File: config.mk
export PLATFORM = sky130hd
export DESIGN_NAME = refresh_seq
export DESIGN_NICKNAME = d
export VERILOG_FILES = /design/src/rtl/refresh_seq.sv
export SDC_FILE = /design/constraint.sdc
export NUM_CORES = 1
export LEC_CHECK = 0
export ABC_CLOCK_PERIOD_IN_PS = 4600
export BUFFER_PORTS_ARGS = -buffer_cell sky130_fd_sc_hd__buf_4
export CAP_MARGIN = 5
export CORE_UTILIZATION = 50
export DETAILED_ROUTE_END_ITERATION = 7
export GPL_TIMING_DRIVEN = 0
export HOLD_SLACK_MARGIN = 0.08
export PLACE_DENSITY = 0.8
export SLEW_MARGIN = 5
export SYNTH_ARGS = -nofsm -noshare
export SYNTH_HDL_FRONTEND = slang
export SYNTH_SLANG_ARGS = --single-unit
File: constraint.sdc
create_clock -name CLK -period 4.6 [get_ports CLK]
set_input_delay 0.92 -clock CLK [delete_from_list [all_inputs] [get_ports CLK]]
set_output_delay 0.92 -clock CLK [all_outputs]
set_load 0.005 [all_outputs]
File: src/rtl/refresh_seq.sv
// rtl/refresh_seq.sv - CAS-before-RAS DRAM refresh sequencer with missed-period accounting
module refresh_seq #(
  parameter int RAS_CYC = 4,
  parameter int PRE_CYC = 2
) (
  input  logic       CLK,
  input  logic       RST,
  input  logic       RefReq,
  input  logic       RefUrg,
  input  logic       BACT,
  output logic       nRASref,
  output logic       nCASref,
  output logic       RefBusy,
  output logic       RAMHold,
  output logic       RefDone,
  output logic [2:0] Missed
);

  typedef enum logic [2:0] {
    S_IDLE = 3'd0,
    S_HOLD = 3'd1,
    S_CAS  = 3'd2,
    S_RAS  = 3'd3,
    S_PRE  = 3'd4
  } state_t;

  // The shared down-counter runs from N-1 to 0, so a phase lasts exactly N cycles.
  localparam logic [3:0] RAS_LOAD = 4'(RAS_CYC - 1);
  localparam logic [3:0] PRE_LOAD = 4'(PRE_CYC - 1);

  state_t     r_state;
  state_t     w_state_nxt;
  logic [3:0] r_cnt;
  logic [3:0] w_cnt_nxt;
  logic       r_refreq_q;
  logic       r_ref_done;
  logic [2:0] r_missed;
  logic       w_leave_pre;
  logic       w_period_end;
  logic       w_not_started;

  // A period boundary is the falling edge of RefReq as seen in the CLK domain.
  assign w_period_end  = r_refreq_q & ~RefReq;
  assign w_not_started = (r_state == S_IDLE) || (r_state == S_HOLD);

  // Next-state and counter reload; once CAS is entered the sequence runs to the end.
  always_comb begin
    w_state_nxt = r_state;
    w_cnt_nxt   = r_cnt;
    w_leave_pre = 1'b0;
    case (r_state)
      S_IDLE: begin
        if (RefReq && !r_ref_done) begin
          if (!BACT) begin
            w_state_nxt = S_CAS;
          end else if (RefUrg) begin
            w_state_nxt = S_HOLD;
          end
        end
      end
      S_HOLD: begin
        if (!BACT) begin
          w_state_nxt = S_CAS;
        end
      end
      S_CAS: begin
        w_state_nxt = S_RAS;
        w_cnt_nxt   = RAS_LOAD;
      end
      S_RAS: begin
        if (r_cnt == 4'd0) begin
          w_state_nxt = S_PRE;
          w_cnt_nxt   = PRE_LOAD;
        end else begin
          w_cnt_nxt = r_cnt - 4'd1;
        end
      end
      S_PRE: begin
        if (r_cnt == 4'd0) begin
          w_state_nxt = S_IDLE;
          w_leave_pre = 1'b1;
        end else begin
          w_cnt_nxt = r_cnt - 4'd1;
        end
      end
      default: begin
        w_state_nxt = S_IDLE;
        w_cnt_nxt   = 4'd0;
      end
    endcase
  end

  // State, counter and RefReq history registers.
  always_ff @(posedge CLK or posedge RST) begin
    if (RST) begin
      r_state    <= S_IDLE;
      r_cnt      <= 4'd0;
      r_refreq_q <= 1'b0;
    end else begin
      r_state    <= w_state_nxt;
      r_cnt      <= w_cnt_nxt;
      r_refreq_q <= RefReq;
    end
  end

  // RefDone: set on leaving PRE, cleared whenever RefReq is low (clear has priority).
  always_ff @(posedge CLK or posedge RST) begin
    if (RST) begin
      r_ref_done <= 1'b0;
    end else if (!RefReq) begin
      r_ref_done <= 1'b0;
    end else if (w_leave_pre) begin
      r_ref_done <= 1'b1;
    end
  end

  // Missed: a period ending with no refresh done or under way bumps a saturating count.
  always_ff @(posedge CLK or posedge RST) begin
    if (RST) begin
      r_missed <= 3'd0;
    end else if (w_period_end && !r_ref_done && w_not_started && (r_missed != 3'd7)) begin
      r_missed <= r_missed + 3'd1;
    end
  end

  // Strobes are decoded from the state register so reset forces them high asynchronously.
  assign nCASref = ~((r_state == S_CAS) || (r_state == S_RAS));
  assign nRASref = ~(r_state == S_RAS);
  assign RefBusy = (r_state == S_CAS) || (r_state == S_RAS) || (r_state == S_PRE);
  assign RAMHold = RefBusy || (r_state == S_HOLD);
  assign RefDone = r_ref_done;
  assign Missed  = r_missed;

endmodule

Yosys cells after proc, flatten, opt, wreduce, memory -nomap -nowiden
Cells that the tools add are included.

Output and inout port bits: 8. Register bits: 12. Word-level logic and storage cells: 52. Bits of input ports: 5.

Bitwise operators: 5. Reduce and logical (&&, ||, !) cells: 14. $add $sub $neg: 2. Mux-type cells: 14. Eq/ne operators: 12.

Operators with widths (number): 2-to-1 mux 3 bit (6); case mux 4 bit (4 select lines) (1); case mux 3 bit (5 select lines) (1); 2-to-1 mux 4 bit (2); != test 2 bit, second input constant (4); == test 3 x 2 -> 1 bit, second input constant (2); != test 3 bit, second input constant (2); AND reduction 5 bit (1); logical AND 1 bit (4); zero test 4 bit (1); logical OR 1 bit (4); 2-to-1 mux 1 bit (4); != test 2 x 1 -> 1 bit, second input constant (2); NOT 1 bit (4); subtractor 4 x 1 -> 4 bit, second input constant (1); adder 3 x 1 -> 3 bit, second input constant (1); == test 3 x 1 -> 1 bit, second input constant (1); == test 3 bit, second input constant (1); zero test 3 bit (1); AND reduction 2 bit (1); OR reduction 2 bit (1); bitwise AND 1 bit (1); zero test 1 bit (1).

Depth between registers and ports, before layout
Gate-level depths: netlist of run 1.

Depth after elaboration: 5. Depth in mapped cells: 6. Depth with buffers taken out: 6.

Worst setup path before layout of run 1
OpenSTA, ideal clock, no wires.

Kind: input-to-reg. From: in RefReq. To: reg r_state[0]. Library setup time: 0.128 ns. Cell stages on the path: 4. Path slack: 2.625 ns. Required time: 4.472 ns. Data arrival time: 1.847 ns. Path buffers: 0. Path through: inv_1 o311a_1 a221oi_2 mux2_1.

Word-level cells in the longest chain between the ends: 3.

RTL lines: start, declared (line 8) `input logic RefReq,`; logical AND 1 bit (line 53) `if (RefReq && !r_ref_done) begin`; != test 2 x 1 -> 1 bit (no source line); AND reduction 5 bit (no source line); end signal, assigned (line 100) `r_state <= w_state_nxt;`; end, declared (line 31) `state_t r_state;`.

Every way passes these cells. A chain may end at the register's enable or synchronous reset.

Final worst setup path of run 1
From: reg r_state[0]. To: out RAMHold.

Word-level cells in the longest chain between the ends: 4. Elaborated cells on any way between the ends: 7. Classes of those cells: eq/ne: 4; reduce/logical: 3.

RTL lines: == test 3 x 2 -> 1 bit (line 129) `assign RefBusy = (r_state == S_CAS) || (r_state == S_RAS) || (r_state == S_PRE);`; logical OR 1 bit (2 in series) (line 129); logical OR 1 bit * (line 130) `assign RAMHold = RefBusy || (r_state == S_HOLD);`; end, declared (line 14) `output logic RAMHold,`.

Every way passes the cells marked *; elsewhere a longest branch is shown, timed or not.

==> results list, run 1 <==
- The run finished with clean final reports.
- Number of stages on the worst setup path: 4
- Cell row count: 13
- Slowest stage cell, crit path: sky130_fd_sc_hd__dfrtp_1
- Max Cap Violations: 0
- Clock transition at the registers of the reported paths: 0.08 ns
- Measured in cells, the most critical reg-to-reg path has a length of 5.
- Time the final worst path needs with I/O delays and setup: 2.414 ns
- Aggregate global-route resource usage: 22.48%
- Synthesized area divided by synthesized cell count: 9.492 um^2
- The number of antenna violations at the first check in global routing came to 0.
- By area, the combinational part of the netlist is dominated by compound AO/OA/AOI/OAI gates.
- Per report_power, the combinational group accounts for 53.7% of the total.
* Highest clock rate: 414.3 MHz
* Distinct cell type count of the synthesized netlist: 33
- Leakage component of the power: 0.4032 nW
- Number of nets in the layout: 100
- Entering global routing, the biggest net connects 13 pins.
- Along the worst path, the maximum fanout reaches 10.
- Clock tree synthesis found a total of 12 sinks.
- Measured against the total synthesized area, the mux share comes to 6.327%.
- Max Transition Viols Final: 0
* Rel. slew slack: 69.49%
- The congestion estimate from routability-driven global placement came to 0.8268.
- After clock tree synthesis, the flow added hold-fix buffers numbering 0.
* Min-Delay Path Class: reg2reg
* Placement Cell Area: 820.8 um^2
* Share of synthesized cell area in full adder, half adder and majority cells: 5.272%
* Routed vias/inst: 5.698
- The Yosys step of the flow raised 0 warnings.
* Reg2Reg Setup Slack: 2.72 ns
* Parity-gate share of the synthesized area counting xor and xnor cells: 2.460%
- CTS built an H-tree with a depth of 1.
- Floorplan die width: 39.74 um
* Startpoint Class: register
- The synthesized design spends more area on one cell type than any other, namely sky130_fd_sc_hd__dfrtp_1.
- Setup violations remaining at the end of the flow were counted as 0.
* Critical path start-end classification: reg2out
- Setup repair after global routing missed its margin: no
- At the pin with the least slew margin, the transition time is 0.4571 ns.
* Count of instances resized after the clock tree is built: 0
* Synth Area in Simple Gates: 17.75%
- CP peak stage delay: 0.40 ns
- Synthesized flop and latch total: 12
* Number of DRC markers in iteration 0: 16
- Setup TNS Final: 0 ns
* IR Drop Worst-Case VDD: 0.0003257 V
* Average wire per standard cell: 13.10 um
- Counting every instance in the synthesized netlist gives 75.
- The top cell types in the final layout, fill and taps aside, are 12 x sky130_fd_sc_hd__dfrtp_1, 12 x sky130_fd_sc_hd__buf_4, 10 x sky130_fd_sc_hd__nor2_1, 7 x sky130_fd_sc_hd__inv_1.
* Number of top-level design ports: 13
* Launch point of the worst reg-to-reg path: r_cnt[0]$_DFFE_PP0P_
- Cell Area, Synth: 711.9 um^2
- In the routed design, unresolved DRC markers number 0.
- In the finished design, the share of the clock period the worst path needs comes to 52.47%.
- The floorplan step defined a die boundary enclosing 1579 um^2.
* Power share of the sequential group: 31.2%
- Number of global-route vias before repair: 527
- In this run the power density over the cells is 654.6 nW/um^2.
* Net switching component of the power: 0.2197 mW
* Crit end category: primary output
* Drt total wl: 1.389 mm
* Power share of the clock group: 15.1%
- Antenna fix cells: 0
- Summing the areas of all compound-gate instances in the mapped netlist gives 19.86% of the synthesized area.
* Switch share: 39.16%
* Hold violation count in the final report: 0
* Total buffers and inverters traversed by the critical path: 2
- The floorplan step defined a core boundary enclosing 1318 um^2.
- Summed over its instances, the top area cell type makes up 42.18% of the synthesized netlist area.
- Setup Buffers After CTS: 0
- The longest clock path from root to sink contains 2 buffers.
- After synthesis, flip-flops and latches occupy 42.18% of the total area.
* Worst clock skew: 0.004932 ns
* Number of search-and-repair iterations in the first detailed-routing pass: 4
* Floorplan die height: 39.74 um
- Register area: 300.3 um^2
* Clock insertion delay at the later pin of the skew report: 0.27 ns
- In this run the tool buffered the top-level ports with 12 buffer cells.
- In the final layout, the share of cells above drive strength 1 is 26.37%.
- Startpoint of the worst hold path: Missed[0]$_DFFE_PP0P_
* CTS tree: done
- Relative to the synthesized area, the layout overhead comes to 20.39%.
- Hold-critical path endpoint: Missed[0]$_DFFE_PP0P_
- Wire length of the first global-routing pass: 2.277 mm
- Counting instances, the worst hold path has a depth of 1.
* Initial Util: 54.04%
- Routed Antenna Nets: 0
- Counting the fill cells in the layout gives 96.
- Net count of the mapped netlist: 83
* DR vias: 604
* Worst path arrival time: 1.49 ns
- After routing the design area is 857.1 um^2.
* Final global-route overflow total: 0
* Data required time at the worst endpoint: 3.68 ns
- The number of clock buffers added by TritonCTS is 3.
- Detailed Place HPWL: 1.011 mm
- Main area contributors after synthesis: sky130_fd_sc_hd__dfrtp_1 42%, sky130_fd_sc_hd__ha_1 5.3%, sky130_fd_sc_hd__nor2_1 5.3%
* Clk root buf: sky130_fd_sc_hd__clkbuf_4
* Largest delay contributor family on the critical path: flip-flops
* Int Pwr: 0.3413 mW
- The signal on the critical path passes through buf_2 > nor2_1 > xnor2_1 > buf_4.
* Multi-input logic area: 367.9 um^2
- In this run the critical register-to-register path is captured at r_state[1]$_DFFE_PP0P_.
==> cells in the mapped netlist <==
master,instances
sky130_fd_sc_hd__nor2_1,10
sky130_fd_sc_hd__a21o_1,1
sky130_fd_sc_hd__nand3b_1,1
sky130_fd_sc_hd__nand3_1,1
sky130_fd_sc_hd__a21oi_1,3
sky130_fd_sc_hd__nand2b_1,1
sky130_fd_sc_hd__o311a_1,1
sky130_fd_sc_hd__buf_2,2
sky130_fd_sc_hd__or2_1,1
sky130_fd_sc_hd__ha_1,3
sky130_fd_sc_hd__clkbuf_1,2
sky130_fd_sc_hd__nor4b_1,1
sky130_fd_sc_hd__xnor2_1,2
sky130_fd_sc_hd__o21ai_0,2
sky130_fd_sc_hd__a22oi_1,1
sky130_fd_sc_hd__a32o_1,1
sky130_fd_sc_hd__nor3b_1,1
sky130_fd_sc_hd__nand4_1,1
sky130_fd_sc_hd__o21ai_1,2
sky130_fd_sc_hd__a21boi_0,1
sky130_fd_sc_hd__o21ai_2,1
sky130_fd_sc_hd__a31oi_1,2
sky130_fd_sc_hd__nand2_1,2
sky130_fd_sc_hd__o32ai_1,1
sky130_fd_sc_hd__a221oi_2,1
sky130_fd_sc_hd__mux2_2,2
sky130_fd_sc_hd__nor3_1,2
sky130_fd_sc_hd__dfrtp_1,12
sky130_fd_sc_hd__mux2_1,2
sky130_fd_sc_hd__o22ai_1,3
sky130_fd_sc_hd__inv_1,7
sky130_fd_sc_hd__nor3b_2,1
sky130_fd_sc_hd__or3b_4,1
==> kinds of logic after synthesis <==
kind of cell,after synthesis
and+or+nand+nor,23
AOI/OAI and AO/OA,20
DFF,12
buffers and inverters,11
muxes,4
adders and majority gates,3
xor gates and xnor gates,2
==> metal layers <==
| metal | part of all wire (%) | track usage (%) |
|---|---|---|
| met1 | 49 | 30.07 |
| met2 | 47 | 35.25 |
| met3 | 2.9 | 3.409 |
| met4 | 0.86 | 10.34 |
| met5 | 0 | 0 |
==> layout make-up <==
| type | instances | area share, % |
|---|---|---|
| plain buffers | 4 | 2.044 |
| clock buffers | 4 | 4.234 |
| inverters | 7 | 3.066 |
| multi-input cells | 52 | 42.92 |
| flip-flops and latches | 12 | 35.04 |
| well taps | 15 | 2.190 |
| repair buffers | 12 | 10.51 |
==> through the flow <==
stage	util (%)	total power, mW	setup WS (ns)	hold WS [ns]	instances
after global routing	65.05	0.6073	2.094	0.5669	106
final	65.05	0.5610	2.186	0.5267	106
after detailed placement	62.30	0.4767	2.451	0.5169	102
after global placement	62.30	0.4669	2.464	0.4926	102
after floorplan	-	0.3801	2.625	0.4943	75
after CTS	65.05	0.5633	2.200	0.5348	106
==> worst register-to-register path, cell delays in order, from the launching register on <==
cell and delay (ns):
sky130_fd_sc_hd__dfrtp_1 0.41, sky130_fd_sc_hd__inv_1 0.07, sky130_fd_sc_hd__ha_1 0.20, sky130_fd_sc_hd__or3b_4 0.41, sky130_fd_sc_hd__a221oi_2 0.33, sky130_fd_sc_hd__mux2_1 0.36
==> power by group through the flow <==
stage / Combinational (mW) / Clock [mW] / Sequential [mW]
CTS: 0.301 / 0.0870 / 0.175
floorplan: 0.209 / 0 / 0.171
detailed placement: 0.300 / 0 / 0.176
global placement: 0.292 / 0 / 0.175
global route: 0.335 / 0.0914 / 0.181
finish: 0.301 / 0.0845 / 0.175
==> state kept, by name, indices dropped and copies added (netlist names) <==
signal,flops
r_refreq_q,1
r_cnt,4
RefDone,1
Missed,3
r_state,3
==> worst max path at each step <==
stage	slack, ns	end	from
3_5_place_dp	2.45	r_state[0]$_DFFE_PP0P_	RefReq
2_1_floorplan	2.62	r_state[0]$_DFFE_PP0P_	RefReq
6_report	2.19	RAMHold	r_state[0]$_DFFE_PP0P_
4_1_cts	2.20	RAMHold	r_state[0]$_DFFE_PP0P_
3_3_place_gp	2.46	r_state[0]$_DFFE_PP0P_	RefReq
5_1_grt	2.09	RAMHold	r_state[0]$_DFFE_PP0P_
Note: power is estimated with default switching activity, not from simulation.
==> run 2, diff against run 1 <==
- ABC_AREA: not set -> 1
- ABC_CLOCK_PERIOD_IN_PS: 4600 -> 2200
- CORE_UTILIZATION: 50 -> 47
- PLACE_DENSITY: 0.8 -> 0.79
- clock period: 4.6 -> 2.2 ns (I/O delays scaled with it)
==> results list, run 2 <==
* P&R area growth vs syn: 18.17%
- CTS tree: done
* CP peak stage delay: 0.48 ns
- Entering global routing, the biggest net connects 13 pins.
- Min-Delay Path Class: in2async
- Final std cells w/o fill: 129
- Worst clock skew: 0.002052 ns
- Ranked by instance count, the synthesized netlist is headed by 25 x sky130_fd_sc_hd__nand2_1, 16 x sky130_fd_sc_hd__inv_1, 12 x sky130_fd_sc_hd__dfrtp_1.
- Dominant synthesized flop cell: sky130_fd_sc_hd__dfrtp_1
- Cell row count: 13
- Mapped Cells: 99
- Destination of the worst register-to-register timing path: r_cnt[0]$_DFFE_PP0P_
- Reg2Reg Setup Slack: 0.69 ns
- Critical path cell sequence: inv_2 > nand3_1 > inv_1 > nor2_1 > o21ai_0 > buf_4
- Clock transition at the registers of the reported paths: 0.07 ns
- Main area contributors after synthesis: sky130_fd_sc_hd__dfrtp_1 42%, sky130_fd_sc_hd__nand2_1 13%, sky130_fd_sc_hd__inv_1 8.3%
* Floorplan die width: 41.23 um
* Setup repair after global routing missed its margin: no
* Initial antenna violation count: 0
* Detailed Place HPWL: 1.099 mm
* Time the final worst path needs with I/O delays and setup: 1.902 ns
* Distinct cell type count of the synthesized netlist: 18
- At the later pin of the worst-skew pair, clock insertion delay measures 0.27 ns.
- The average instance in the mapped netlist occupies 7.305 um^2.
- Clk root buf: sky130_fd_sc_hd__clkbuf_4
* Net count of the mapped netlist: 107
- Final setup violating endpoints: 0
- The number of hold violations in the final report is 0.
* Max Cap Violations: 0
* Count of instances resized after the clock tree is built: 0
- Of the synthesized area, sequential elements account for 41.52%.
- The worst setup path is captured at a primary output.
- TritonCTS created 3 clock buffers.
- Max Transition Viols Final: 0
- For the pin with the worst max-slew slack, the measured transition is 0.4533 ns.
* Placed Cells: 126
* Wire length of the first global-routing pass: 2.070 mm
- The initial utilization of the core area, before any placement, comes to 52.93%.
* Net switching component of the power: 0.5660 mW
- Total die area: 1700 um^2
* Core Box Area: 1366 um^2
- For this run, the number of Yosys warnings is 0.
- Number of synthesized flops with an enable pin: 0
- The number of hold buffers added after CTS was 0.
- Max H-tree Level: 1
- In the routed design, unresolved DRC markers number 0.
- Summing over every cut layer, the via total after detailed routing is 664.
- Int Pwr: 0.6695 mW
- Number of global-route vias before repair: 505
- Routed vias/inst: 5.147
- Measured in cells, the most critical reg-to-reg path has a length of 9.
* Status: complete, no violations
- Of all nets on the critical path, the largest fanout is 7.
- After global routing the overflow that remains totals 0.
- Number of clock sinks: 12
* Register bank with the most flops: r_cnt
- Max clock buf depth: 2
- Area fraction of the dominant cell type after synthesis: 41.52%
- The register with the most flip-flops in the layout has 4 of them.
* Fill cell count: 128
- From bottom edge to top edge, the die measures 41.23 um.
- The post-route netlist has 20.18% of its cells at a drive strength greater than 1.
- Proportion of synthesized flip-flops having asynchronous set or reset: 100.0%
- Rel. slew slack: 69.74%
- Setup total negative slack on the finished layout was measured at 0 ns.
* Power per unit of standard cell area: 1446 nW/um^2
* Data required time at the worst endpoint: 1.76 ns
- Slowest stage cell, crit path: sky130_fd_sc_hd__dfrtp_1
- For this block, the initial DRC count from the detailed router was 22.
- Highest clock rate: 525.9 MHz
* Final estimated routing congestion in global placement: 0.8599
- Number of top-level design ports: 13
- In this run the post-CTS setup repair buffer count came out at 0.
* Critical path start-end classification: reg2out
- Period utilization: 86.44%
- Final core occ: 62.55%
- Cell type with the highest aggregate area in the netlist: sky130_fd_sc_hd__dfrtp_1
- The first detailed-routing pass ran for 4 iterations.
- Cell Area, Synth: 723.2 um^2
* Comb power frac: 57.4%
* Leakage component of the power: 0.4750 nW
- The number of antenna diodes in the final layout is 0.
- Sequential cells account for 31.7% of the total power.
* Number of nets in the layout: 124
* Aggregate global-route resource usage: 19.82%
- Port buffering added 12 buffers.
- STA classifies the critical path startpoint as a register.
* Synthesized flop and latch total: 12
- The library cell used most frequently in the layout, excluding fill and tap cells, is sky130_fd_sc_hd__nand2_1.
- IR analysis of the VDD net gives a maximum drop of 0.0006976 V.
* Switch share: 45.81%
- Data on the critical path arrives at its endpoint at 1.46 ns.
- Wires add up to 1.411 mm.
- Average wire per standard cell: 10.94 um
- Power share of the clock group: 10.9%
- Launch point of the worst reg-to-reg path: r_cnt[0]$_DFFE_PP0P_
- Routed Antenna Nets: 0
* Most instantiated library cell after synthesis: sky130_fd_sc_hd__nand2_1
* Commonest cells after routing, fill and taps aside: 25 x sky130_fd_sc_hd__nand2_1, 16 x sky130_fd_sc_hd__inv_1, 12 x sky130_fd_sc_hd__dfrtp_1, 12 x sky130_fd_sc_hd__buf_4, 9 x sky130_fd_sc_hd__nand3_1
[run 2: routing by layer]
| layer | part of all wire, % | track usage, % | up-vias |
|---|---|---|---|
| li1 | - | - | 348 |
| met1 | 48 | 23.67 | 296 |
| met2 | 46 | 31.64 | 15 |
| met3 | 3.5 | 4.891 | 5 |
| met4 | 2.3 | 12.10 | 0 |
| met5 | 0 | 0 | - |
[run 2: metrics by stage]
step                area, um^2  worst slack (ns)  hold WS (ns)  power (mW)
finish                   854.6            0.2984        0.1684       1.236
global route             854.6            0.1563        0.2258       1.367
CTS                      854.6            0.3020        0.1884       1.242
detailed placement       832.0            0.6068        0.4837       1.104
global placement         832.0            0.6295        0.4744       1.080
floorplan                723.2            0.8681        0.3047      0.8769
[run 2: final cells by class]
class / instances / area (um^2) / share of cell area (%)
multi-input cells: 69 / 355.3 / 41.58
flip-flops and latches: 12 / 300.3 / 35.14
repair buffers: 12 / 90.09 / 10.54
inverters: 18 / 67.56 / 7.906
clock buffers: 3 / 22.52 / 2.635
well taps: 15 / 18.77 / 2.196
[run 2: power groups by stage]
stage	logic [mW]	clock network, mW	registers, mW
2_1_floorplan	0.494	0	0.383
3_3_place_gp	0.689	0	0.392
3_5_place_dp	0.707	0	0.397
4_1_cts	0.712	0.137	0.392
5_1_grt	0.819	0.146	0.402
6_report	0.710	0.134	0.392
[run 2: logic make-up (layout without fill, tap and decap cells)]
kind of cell	after synthesis	in the layout	share of synthesized area (%)
AO/OA/AOI/OAI	12	12	8.649
XOR/XNOR	2	2	2.423
adder cells (fa/ha/maj)	3	3	5.191
buffers and inverters	18	33	9.343
flip-flops	12	12	41.52
AND/OR/NAND/NOR	52	52	32.87
[run 2: worst max-delay path: cells and delay by family, from the launching register on]
kind	cells	cell delay, ns
compound gates	1	0.09
buf+inv	3	0.31
simple gates	2	0.31
flops	1	0.48
[run 2: how the worst max path moves through the flow]
stage / start / to / slack, ns / depth (start not counted)
floorplan: r_state[0]$_DFFE_PP0P_ / RAMHold / 0.87 / 5
global placement: r_state[0]$_DFFE_PP0P_ / RAMHold / 0.63 / 6
detailed placement: r_state[0]$_DFFE_PP0P_ / RAMHold / 0.61 / 6
CTS: r_state[0]$_DFFE_PP0P_ / RAMHold / 0.30 / 6
global route: r_state[0]$_DFFE_PP0P_ / RAMHold / 0.16 / 6
finish: r_state[0]$_DFFE_PP0P_ / RAMHold / 0.30 / 6
==> run 3, diff against run 2 <==
- CELL_PAD_IN_SITES_DETAIL_PLACEMENT: not set -> 0
- CELL_PAD_IN_SITES_GLOBAL_PLACEMENT: not set -> 1
- CORE_UTILIZATION: 47 -> 34
==> results list, run 3 (synthesized netlist as in run 2, its figures left out) <==
- Initial Util: 36.49%
- The core region is 1982 um^2.
- In this run the number of H-tree levels came out at 1.
* Period utilization: 87.58%
- Total die area: 2316 um^2
* P&R area growth vs syn: 22.15%
* Met1 layer wirelength in the final routing: 723 um
* Number of top-level design ports: 13
- From left edge to right edge, the die measures 48.12 um.
- Average wire per standard cell: 10.31 um
- The via count of the first global-routing pass came to 557.
- CTS tree: done
- Highest routed layer: met4
* Crit end category: primary output
* Number of search-and-repair iterations in the first detailed-routing pass: 4
- Max clock buf depth: 2
- In the routed layout, each cell is associated on average with a via count of 4.535.
* Max Cap Violations: 0
- Data arrives at the worst endpoint at 1.49 ns.
* Placement Cell Area: 847.1 um^2
- Fill cell count: 224
- Final hold slack: 0.1789 ns
- Wire length of the first global-routing pass: 2.339 mm
- Detailed routing placed a total of 659 um of wire on met2.
- Setup TNS Final: 0 ns
- Once detail routing completed, the nets flagged for antenna violations numbered 0.
* CTS buffer count: 3
- DRC violations left: 0
* Initial antenna violation count: 0
- The number of antenna diodes in the final layout is 0.
- The register with the most flip-flops in the layout has 4 of them.
- Hold_buf cts: 0
- Maximum number of pins on one net before global-route repair: 13
* Number of DRC markers in iteration 0: 13
* Clock insertion delay at the later pin of the skew report: 0.27 ns
- The finished cells cover 883.3 um^2.
- Power per unit of standard cell area: 1450 nW/um^2
- The detailed router placed 644 vias in this run.
- Drt total wl: 1.464 mm
- Final setup violating endpoints: 0
* Highest clock rate: 519.0 MHz
- Detailed Place HPWL: 1.133 mm
* Rel. slew slack: 67.67%
- After clock tree synthesis, the clock-pin slew on the worst setup and hold paths is 0.08 ns.
* Time the final worst path needs with I/O delays and setup: 1.927 ns
- The critical path is of the reg2out type.
* Final global-route overflow total: 0
* IR Drop Worst-Case VDD: 0.0006123 V
- After clock tree synthesis, the setup repair step added 0 buffers.
- Data required time at the worst endpoint: 1.76 ns
* Setup repair after global routing missed its margin: no
- The clock drives 12 sinks.
* Commonest cells after routing, fill and taps aside: 25 x sky130_fd_sc_hd__nand2_1, 16 x sky130_fd_sc_hd__inv_1, 12 x sky130_fd_sc_hd__dfrtp_1, 12 x sky130_fd_sc_hd__buf_4, 9 x sky130_fd_sc_hd__nand3_1
- At the end of the flow, the number of nets in the layout was 124.
- Proportion of layout cells with a drive suffix above 1: 20.87%
* Measured slew at the worst slew-check pin: 0.4844 ns
* Startpoint Class: register
- The tightest min-delay check is of the in2async type.
- Of all nets on the critical path, the largest fanout is 7.
- Aggregate global-route resource usage: 15.08%
- Hold violation count in the final report: 0
* Count of instances resized after the clock tree is built: 0
- Final estimated routing congestion in global placement: 0.7670
* Cell row count: 16
- Register bank with the most flops: r_cnt
- Max Transition Viols Final: 0
* Met3 routed WL: 51 um
* Leakage component of the power: 0.4821 nW
- Once layout is complete, the utilization of the core stands at 44.57%.
- The library cell used most frequently in the layout, excluding fill and tap cells, is sky130_fd_sc_hd__nand2_1.
- Status: complete, no violations
- Buffers placed on the I/O ports in this run total 12.
- Floorplan die height: 48.12 um
- Worst clock skew: 0.004639 ns
* Clk root buf: sky130_fd_sc_hd__clkbuf_4
## run 3: changes by cell type in the layout (fill, tap and decap cells not counted), sizes merged
| cell | delta |
|---|---|
| clkbuf | +1 |
## run 3: layer usage
metal / up-vias / track usage [%]
met5: - / 0
met4: 0 / 8.333
met3: 4 / 2.222
met2: 14 / 23.24
met1: 281 / 20.32
li1: 345 / -
## run 3: worst max-delay path, cell delays in order, from the launching register on
cell and delay, ns:
sky130_fd_sc_hd__dfrtp_1 0.49, sky130_fd_sc_hd__inv_2 0.09, sky130_fd_sc_hd__nand3_1 0.17, sky130_fd_sc_hd__inv_1 0.08
sky130_fd_sc_hd__nor2_1 0.14, sky130_fd_sc_hd__o21ai_0 0.10, sky130_fd_sc_hd__buf_4 0.14
## run 3: final cells by class
cell class | instances | area [um^2] | area share (%)
Timing Repair Buffer | 12 | 90.09 | 10.20
Inverter | 18 | 67.56 | 7.649
Tap cell | 27 | 33.78 | 3.824
Multi-Input combinational cell | 69 | 355.3 | 40.23
Clock buffer | 4 | 36.28 | 4.108
Sequential cell | 12 | 300.3 | 33.99
## run 3: through the flow
step                cells  setup WS [ns]  total power [mW]
floorplan              99         0.8681            0.8769
global placement      138         0.5849             1.099
detailed placement    138         0.5663             1.111
CTS                   142         0.2641             1.294
global route          142         0.1448             1.422
finish                142         0.2733             1.280
## run 3: where the power goes
part	leakage [nW]	internal (mW)	switching, mW
Sequential	0.154	0.306	0.0857
Combinational	0.307	0.299	0.411
Clock	0.0210	0.101	0.0789
Total	0.482	0.705	0.575
## run 3: final timing paths
path / slack (ns) / start / end / depth (start not counted)
min reg2reg: 0.51 / r_cnt[1]$_DFFE_PP0P_ / r_cnt[1]$_DFFE_PP0P_ / 2
max in group asynchronous: 1.69 / RST / r_state[2]$_DFFE_PP0P_ / 2
max: 0.27 / r_state[0]$_DFFE_PP0P_ / RAMHold / 6
min: 0.18 / RST / Missed[1]$_DFFE_PP0P_ / 2
max reg2reg: 0.71 / r_cnt[0]$_DFFE_PP0P_ / r_cnt[0]$_DFFE_PP0P_ / 9
min in group CLK: 0.29 / RefReq / r_refreq_q$_DFF_PP0_ / 1
